[src/rtl/fetch_pkg.sv]
// fetch_pkg: Y86-64 icode constants, fetch state encoding and the "no register" id.
package fetch_pkg;
  localparam logic [3:0] I_HALT   = 4'h0;
  localparam logic [3:0] I_NOP    = 4'h1;
  localparam logic [3:0] I_RRMOVQ = 4'h2;
  localparam logic [3:0] I_IRMOVQ = 4'h3;
  localparam logic [3:0] I_RMMOVQ = 4'h4;
  localparam logic [3:0] I_MRMOVQ = 4'h5;
  localparam logic [3:0] I_OPQ    = 4'h6;
  localparam logic [3:0] I_JXX    = 4'h7;
  localparam logic [3:0] I_CALL   = 4'h8;
  localparam logic [3:0] I_RET    = 4'h9;
  localparam logic [3:0] I_PUSHQ  = 4'hA;
  localparam logic [3:0] I_POPQ   = 4'hB;
  localparam logic [3:0] REG_NONE = 4'hF;
  typedef enum logic [1:0] {IDLE, FETCH0, FETCHN, DONE} state_t;
endpackage

[src/rtl/instr_length_decode.sv]
// instr_length_decode: icode -> instruction length, register-byte presence, valC byte offset, invalid flag.
module instr_length_decode
  import fetch_pkg::*;
(
  input  logic [3:0] icode,
  output logic [3:0] length,
  output logic       has_regs,
  output logic [3:0] valc_offset,
  output logic       invalid
);
  always_comb begin
    length = 4'd1;
    has_regs = 1'b0;
    valc_offset = 4'd0;
    case (icode)
      I_RRMOVQ, I_OPQ, I_PUSHQ, I_POPQ: begin
        length = 4'd2;
        has_regs = 1'b1;
      end
      I_IRMOVQ, I_RMMOVQ, I_MRMOVQ: begin
        length = 4'd10;
        has_regs = 1'b1;
        valc_offset = 4'd2;
      end
      I_JXX, I_CALL: begin
        length = 4'd9;
        valc_offset = 4'd1;
      end
      default: ;
    endcase
  end
  assign invalid = icode > I_POPQ;
endmodule

[src/rtl/fetch_sequencer.sv]
// fetch_sequencer: multi-cycle Y86-64 byte-serial instruction fetch with valid/ready output.
// Define FETCH_TIMEOUT_EN to abort a fetch when mem_ack does not arrive within TIMEOUT_CYCLES.
module fetch_sequencer
  import fetch_pkg::*;
#(
  parameter int TIMEOUT_CYCLES = 16
) (
  input  logic        clk,
  input  logic        rst_n,
  input  logic        start,
  input  logic [63:0] pc_in,
  output logic        busy,
  output logic        mem_req,
  output logic [63:0] mem_addr,
  input  logic        mem_ack,
  input  logic [7:0]  mem_rdata,
  input  logic        mem_err,
  output logic        out_valid,
  input  logic        out_ready,
  output logic [3:0]  icode,
  output logic [3:0]  ifun,
  output logic [3:0]  rA,
  output logic [3:0]  rB,
  output logic [63:0] valC,
  output logic [63:0] valP,
  output logic        instr_invalid,
  output logic        imem_error
);
  state_t      state;
  logic [63:0] base;
  logic [3:0]  idx, len, valc_off, dec_len, dec_off, cur_len;
  logic        has_regs, dec_regs, dec_invalid, ack, fault, timeout, last;
  logic [2:0]  cbyte;

  if (TIMEOUT_CYCLES < 1) begin : g_bad_timeout
    $error("TIMEOUT_CYCLES must be at least 1");
  end

  instr_length_decode u_dec (
    .icode(mem_rdata[7:4]),
    .length(dec_len),
    .has_regs(dec_regs),
    .valc_offset(dec_off),
    .invalid(dec_invalid)
  );

  assign ack = mem_req && mem_ack;
  assign fault = (ack && mem_err) || timeout;
  assign cur_len = state == FETCH0 ? dec_len : len;
  assign last = idx == cur_len - 4'd1;
  assign cbyte = 3'(idx - valc_off);

`ifdef FETCH_TIMEOUT_EN
  localparam int CW = $clog2(TIMEOUT_CYCLES + 1);
  logic [CW-1:0] wait_cnt;
  assign timeout = mem_req && !mem_ack && wait_cnt == CW'(TIMEOUT_CYCLES - 1);
  // mem_req is low in IDLE/DONE and every state change is an ack, so this also clears on state entry
  always_ff @(posedge clk or negedge rst_n)
    if (!rst_n) wait_cnt <= '0;
    else wait_cnt <= (!mem_req || mem_ack || timeout) ? '0 : wait_cnt + 1'b1;
`else
  assign timeout = 1'b0;
`endif

  always_ff @(posedge clk or negedge rst_n) begin
    if (!rst_n) begin
      state <= IDLE;
      base <= '0;
      idx <= '0;
      len <= 4'd1;
      valc_off <= '0;
      has_regs <= 1'b0;
      busy <= 1'b0;
      mem_req <= 1'b0;
      mem_addr <= '0;
      out_valid <= 1'b0;
      icode <= I_NOP;
      ifun <= '0;
      rA <= REG_NONE;
      rB <= REG_NONE;
      valC <= '0;
      valP <= '0;
      instr_invalid <= 1'b0;
      imem_error <= 1'b0;
    end else begin
      case (state)
        IDLE: if (start) begin
          state <= FETCH0;
          base <= pc_in;
          idx <= '0;
          busy <= 1'b1;
          mem_req <= 1'b1;
          mem_addr <= pc_in;
          rA <= REG_NONE;
          rB <= REG_NONE;
          valC <= '0;
          instr_invalid <= 1'b0;
          imem_error <= 1'b0;
        end
        FETCH0, FETCHN: if (fault) begin
          state <= DONE;
          mem_req <= 1'b0;
          out_valid <= 1'b1;
          imem_error <= 1'b1;
          valP <= base + 64'd1;
        end else if (ack) begin
          if (state == FETCH0) begin
            icode <= mem_rdata[7:4];
            ifun <= mem_rdata[3:0];
            len <= dec_len;
            has_regs <= dec_regs;
            valc_off <= dec_off;
            instr_invalid <= dec_invalid;
          end else if (has_regs && idx == 4'd1) begin
            rA <= mem_rdata[7:4];
            rB <= mem_rdata[3:0];
          end else begin
            valC[{cbyte, 3'b000} +: 8] <= mem_rdata;
          end
          if (last) begin
            state <= DONE;
            mem_req <= 1'b0;
            out_valid <= 1'b1;
            valP <= base + 64'(cur_len);
          end else begin
            state <= FETCHN;
            idx <= idx + 4'd1;
            mem_addr <= base + 64'(idx + 4'd1);
          end
        end
        DONE: if (out_ready) begin
          state <= IDLE;
          busy <= 1'b0;
          out_valid <= 1'b0;
        end
        default: state <= IDLE;
      endcase
    end
  end
endmodule

[config.mk]
export PLATFORM = sky130hd
export DESIGN_NAME = fetch_sequencer
export DESIGN_NICKNAME = d
export VERILOG_FILES = /design/src/rtl/fetch_pkg.sv /design/src/rtl/instr_length_decode.sv /design/src/rtl/fetch_sequencer.sv
export SDC_FILE = /design/constraint.sdc
export NUM_CORES = 1
export LEC_CHECK = 0
export BUFFER_PORTS_ARGS = -buffer_cell sky130_fd_sc_hd__buf_4
export CAP_MARGIN = 20
export CORE_MARGIN = 1.5
export CORE_UTILIZATION = 55
export CTS_CLUSTER_SIZE = 40
export DETAILED_ROUTE_END_ITERATION = 8
export GPL_ROUTABILITY_DRIVEN = 0
export GPL_TIMING_DRIVEN = 0
export PLACE_DENSITY = 0.79
export SLEW_MARGIN = 0
export SYNTH_ARGS = -nofsm -noshare
export SYNTH_HDL_FRONTEND = slang
export SYNTH_SLANG_ARGS = --single-unit
[constraint.sdc]
create_clock -name clk -period 3.8 [get_ports clk]
set_input_delay 0.76 -clock clk [delete_from_list [all_inputs] [get_ports clk]]
set_output_delay 0.76 -clock clk [all_outputs]
set_load 0.1 [all_outputs]
=== Word-level counts from Yosys, hierarchy flattened ===
Index checks and enable logic that the tools add are counted.

* Input bits: 78
* Logic and storage cells: 142
* Flip-flop bits (word level): 290

* Add/sub/neg operators: 8
* Mux-type cells: 59
* Equal/unequal tests: 26
* Magnitude comparators: 1
* Reduce and logical (&&, ||, !) cells: 27
* Bitwise logic cells: 1
* Shifts and indexed selects: 2

{| class="wikitable"
|+ Operator list
! cell !! number
|-
| 64-bit two-way mux || 12
|-
| 64-bit case mux with 2 select lines || 2
|-
| 64-bit by 1-bit adder with 64-bit output (second input constant) || 1
|-
| 64-bit by 4-bit adder with 64-bit output || 1
|-
| 64-bit by 5-bit adder with 64-bit output || 1
|-
| 64-bit bitwise mux || 1
|-
| 8-bit by 8-bit variable shift with 64-bit output (first input constant) || 1
|-
| 8-bit by 8-bit indexed part select with 64-bit output || 1
|-
| 4-bit two-way mux || 14
|-
| 4-bit case mux with 2 select lines || 3
|-
| 2-bit != test (second input constant) || 10
|-
| 4-bit by 3-bit equality test with 1-bit output (second input constant) || 4
|-
| 1-bit two-way mux || 15
|-
| 3-bit AND reduction || 5
|-
| 4-bit equality test (second input constant) || 3
|-
| 4-bit case mux with 3 select lines || 1
|-
| 4-bit AND reduction || 3
|-
| 6-bit AND reduction || 2
|-
| 1-bit case mux with 2 select lines || 5
|-
| 5-bit AND reduction || 2
|-
| 2-bit nonzero test || 5
|-
| 4-bit by 2-bit equality test with 1-bit output (second input constant) || 2
|-
| 2-bit two-way mux || 4
|-
| 6-bit negation with 8-bit output || 1
|-
| 20 further kinds || 25
|}

=== Longest topological paths before layout ===
* Word-level depth: 10
* Depth in mapped cells: 15
* Mapped depth without buffers: 14

=== Hierarchy ===
Synthesis repeated with hierarchy kept, for this count alone.

* Cell total of the unflattened synthesis: 1433
* Area total of the unflattened synthesis: 15250.9 sq um

{| class="wikitable"
|+ By module, submodules not included
! module !! cells an instance !! seq. area each (sq um) !! times used !! area an instance (sq um)
|-
| fetch_sequencer || 1414 || 7294.5 || 1 || 15097.0
|-
| instr_length_decode || 19 || 0.0 || 1 || 153.9
|}

=== Worst setup path after synthesis ===
No wires, ideal clock.

* Path type: in2reg
* Start point: in mem_rdata[5]
* End point: reg valP[40]
* Cell stages on the path: 15
* Arrival time: 3289 ps
* Path slack: 378 ps
* Required time: 3666 ps
* Cell sequence: buf_2 a21o_1 nand2_1 o21a_1 nand2_1 o21ai_0 nand2_1 ha_1 fa_1 a31oi_1 nor4b_2 and2_1 nand3_1 xor2_1 o21ai_0

* Word-level cells in the longest chain between the ends: 8
* Elaborated cells on any way between the ends: 22
* Those cells by class: add/sub (2); eq/ne (10); mux (5); reduce/logical (5)

{| class="wikitable"
|+ RTL lines
! what !! RTL line !! source
|-
| start, declared || fetch_sequencer.sv:16 || <nowiki>input logic [7:0] mem_rdata,</nowiki>
|-
| 4-bit by 2-bit equality test with 1-bit output (tied with other cells) || instr_length_decode.sv:15 || <nowiki>case (icode)</nowiki>
|-
| 4-bit OR reduction (tied with other cells) || - ||
|-
| 4-bit case mux with 3 select lines (*) || instr_length_decode.sv:15 ||
|-
| 4-bit two-way mux (*) || - ||
|-
| 64-bit by 4-bit adder with 64-bit output or 4-bit by 1-bit subtractor with 4-bit output (tied branches) || fetch_sequencer.sv:124, fetch_sequencer.sv:50 ||
|-
| 64-bit two-way mux or 4-bit equality test (tied branches) || fetch_sequencer.sv:120, fetch_sequencer.sv:50 ||
|-
| 64-bit two-way mux or 2-bit nonzero test (tied branches) || - ||
|-
| 64-bit two-way mux or 3-bit AND reduction (tied branches) || - ||
|-
| end signal, assigned || fetch_sequencer.sv:105 || <nowiki>valP <= base + 64'd1;</nowiki>
|-
| end signal, assigned || fetch_sequencer.sv:124 || <nowiki>valP <= base + 64'(cur_len);</nowiki>
|-
| end, declared || fetch_sequencer.sv:25 || <nowiki>output logic [63:0] valP,</nowiki>
|}

Mark *: on every way between the ends. The rest lies on a longest branch, timed or not. The select of a mux whose other input is x is not followed.
A chain may end at the register's enable or synchronous reset.

=== Worst setup path after layout ===
* Start point: reg state[0]
* End point: reg mem_addr[4]

* Word-level cells in the longest chain between the ends: 6
* Elaborated cells on any way between the ends: 14
* Those cells by class: add/sub (1); eq/ne (7); mux (2); reduce/logical (4)

{| class="wikitable"
|+ RTL lines
! what !! RTL line !! source
|-
| start, declared || fetch_sequencer.sv:29 || <nowiki>state_t state;</nowiki>
|-
| start signal, assigned || fetch_sequencer.sv:67 || <nowiki>state <= IDLE;</nowiki>
|-
| start signal, assigned || fetch_sequencer.sv:88 || <nowiki>state <= FETCH0;</nowiki>
|-
| start signal, assigned || fetch_sequencer.sv:101 || <nowiki>state <= DONE;</nowiki>
|-
| 2-bit by 1-bit equality test with 1-bit output || fetch_sequencer.sv:49, fetch_sequencer.sv:86 ||
|-
| 4-bit two-way mux || - ||
|-
| 4-bit by 1-bit subtractor with 4-bit output || fetch_sequencer.sv:50 || <nowiki>assign last = idx == cur_len - 4'd1;</nowiki>
|-
| 4-bit equality test || fetch_sequencer.sv:50 ||
|-
| 2-bit != test (no line) || - ||
|-
| 5-bit AND reduction (no line) || - ||
|-
| end signal, assigned || fetch_sequencer.sv:93 || <nowiki>mem_addr <= pc_in;</nowiki>
|-
| end signal, assigned || fetch_sequencer.sv:128 || <nowiki>mem_addr <= base + 64'(idx + 4'd1);</nowiki>
|-
| end, declared || fetch_sequencer.sv:14 || <nowiki>output logic [63:0] mem_addr,</nowiki>
|}

Several ways; a longest one is shown, not always the timed one.

==> run summary <==
Vias in the first global route -> 13000
Fmax -> 274 MHz
DRC viols -> 0
Syn Inst Count -> 1537
Syn Area/Cell -> 9.83 sq um
Area leader, netlist -> dfrtp_1
Post-CTS Setup Inserts -> 0
Area delta synth->final -> 24.4%
Syn. warnings -> 0
DR iter-0 viols -> 1472
Initial antenna violation count -> 1
Reg2reg path depth -> 8
Crit-path max FO -> 10
CTS Buf Count -> 30
Max Cap Violations -> 0
CTS clock-pin slew for the worst setup and hold paths -> 0.06 ns
Mux cell area share after synthesis -> 0.0963
Via-per-instance ratio -> 6.05
Starting Density -> 0.561
Tmin final -> 3.65 ns
Synth top area cells -> dfrtp_1, mux2_2, xnor2_1
Pin count of the biggest net entering global routing -> 120
Post-synthesis net count -> 1636
Clk_lat worst skew -> 0.55 ns
Post-synth EDFFs -> 0
Critical Path RT -> 4.22 ns
Synth unique cells -> 70
Crit path DAT -> 4.07 ns
Seq/Total Area, Yosys -> 0.481
Top FF cell, synth -> dfrtp_1
Share of layout cells above drive strength 1 -> 0.272
Element type at the critical path end -> register
Nets -> 1956
Syn Std Cell Area -> 15100 sq um
Core ar. -> 27000 sq um
H-tree depth -> 1
# clock sinks -> 290
Post-DRT Antenna Nets -> 0
Adder-Cell Fraction of Synth Area -> 0.0189
IO Port Bufs -> 285
Yosys top cell area share -> 0.464
Register bit count reported by yosys -> 290
Max-slew headroom -> 0.337
DR WL/cell -> 21.8 um
Xor and xnor fraction of the mapped netlist area -> 0.0730
Fraction of the mapped netlist area in simple logic gates -> 0.168
Hpwl dp -> 35.9 mm
DR vias -> 13400
Largest family of logic cells by synthesized area -> simple AND/OR/NAND/NOR gates
IO Count -> 291
Final setup skew -> 0.00992 ns
Congestion Overflow GR -> 0
Count of pins over their slew limit -> 0
Die Span X -> 169 um
Startpoint Class -> register
Router iterations before antenna repair -> 7
Max clock buf depth -> 3
Fillers -> 2029
Worst hold path class -> primary input to asynchronous set/reset pin
Post-Route Setup TNS -> 0 ns
Die Height -> 169 um
Tot GR Track Use -> 0.331
Routed wire length -> 48.3 mm
Most common cell in the netlist -> dfrtp_1
Worst slew pin tran -> 0.987 ns
Post-synthesis compound-gate area fraction -> 0.125
Tcrit/Tclk final -> 0.960
CP Class -> register to register
Post-synth ARST share -> 1.00
# setup viols final -> 0
Root Driver -> clkbuf_16
Final hold vios -> 0
Synth cell count leaders -> dfrtp_1, nand2_1, nor2_1
CTS tree -> built
Row Count -> 60
First-pass GRT wire length -> 73.5 mm
Die ar. -> 28500 sq um
Outcome -> finished clean
cells in the final DEF (no fill, tap or decap), types with 43 or more instances in the layout:
master	count
buf_4	287
dfrtp_1	280
nand2_1	175
nor2_1	152
mux2_2	93
xnor2_1	83
a21oi_1	82
clkbuf_1	67
o21ai_0	54
o21ai_1	53
a22o_1	50
nand3_1	45
xor2_1	43
worst max-delay path, cell delays in order (launching register included):
cell      delay, ns
dfrtp_1        0.39
inv_1          0.09
ha_1           0.28
clkbuf_1       0.42
clkbuf_1       0.65
clkbuf_1       0.64
clkbuf_1       0.68
mux2i_1        0.26
a21oi_1        0.09
kinds of logic after synthesis:
| kind of cell | count (synthesis) |
|---|---|
| AND/OR/NAND/NOR | 532 |
| AO/OA/AOI/OAI | 302 |
| flip-flops | 290 |
| buffers and inverters | 135 |
| multiplexers | 131 |
| XOR/XNOR | 126 |
| adder cells (fa/ha/maj) | 21 |
cell type report:
cell class,instances,area [sq um],area share
timing repair buffer,288,2210,0.118
inverter,21,78.8,0.00419
antenna,1,2.50,0.000133
clock inverter,8,67.6,0.00359
sequential,290,7270,0.387
buffer,114,499,0.0266
tap,341,427,0.0227
clock buffer,44,895,0.0476
multi-input combinational,1112,7350,0.391
path summary, 6_finish.rpt:
path                       slack [ns]                 start                       end
max                              0.15  state[0]$_DFFE_PN0P_   mem_addr[4]$_DFFE_PN0P_
min                              0.13                 rst_n      valC[45]$_DFFE_PN0P_
max reg2reg                      0.15  state[0]$_DFFE_PN0P_   mem_addr[4]$_DFFE_PN0P_
min reg2reg                      0.46  icode[0]$_DFFE_PN1P_      icode[0]$_DFFE_PN1P_
max in group asynchronous        2.17                 rst_n  mem_addr[50]$_DFFE_PN0P_
min in group clk                 0.46             pc_in[55]      base[55]$_DFFE_PN0P_
per-layer routing:
metal | vias up | wire [um] | share of wire | track usage
li1 | 6034 | - | - | -
met2 | 742 | 22000 | 0.46 | 0.524
met5 | - | 0 | 0 | 0
met1 | 6510 | 19400 | 0.40 | 0.447
met3 | 137 | 5120 | 0.11 | 0.0825
met4 | 0 | 1770 | 0.037 | 0.113
repair_timing:
| action | CTS | global route |
|---|---|---|
| gates resized for setup | 4 | 12 |
| pin swaps | 0 | 1 |
| endpoints found under the hold margin | 0 | 0 |
| setup endpoints to repair | 54 | 98 |
| hold buffers | 0 | 0 |
metrics by stage:
step	area [sq um]	hold WS [ns]	util	worst slack, ns	cells
CTS	18700	0.145	0.695	-0.0730	2218
detailed placement	17800	0.455	0.659	-0.779	2166
floorplan	15100	0.450	-	0.378	1537
global route	18800	0.159	0.698	-0.0109	2219
finish	18800	0.129	0.698	0.152	2219
global placement	17700	0.451	0.656	-0.752	2163
sequential cells by signal (all words and copies together) (netlist names):
signal / count
base: 64
mem_addr: 64
valC: 64
valP: 64
icode: 4
idx: 4
ifun: 4
len: 4
rA: 4
rB: 4
state: 2
valc_off: 2
busy: 1
has_regs: 1
imem_error: 1
instr_invalid: 1
mem_req: 1
out_valid: 1
Power is not shown: default switching activity piles up to over one toggle a cycle in this logic, so the estimate is an artifact.
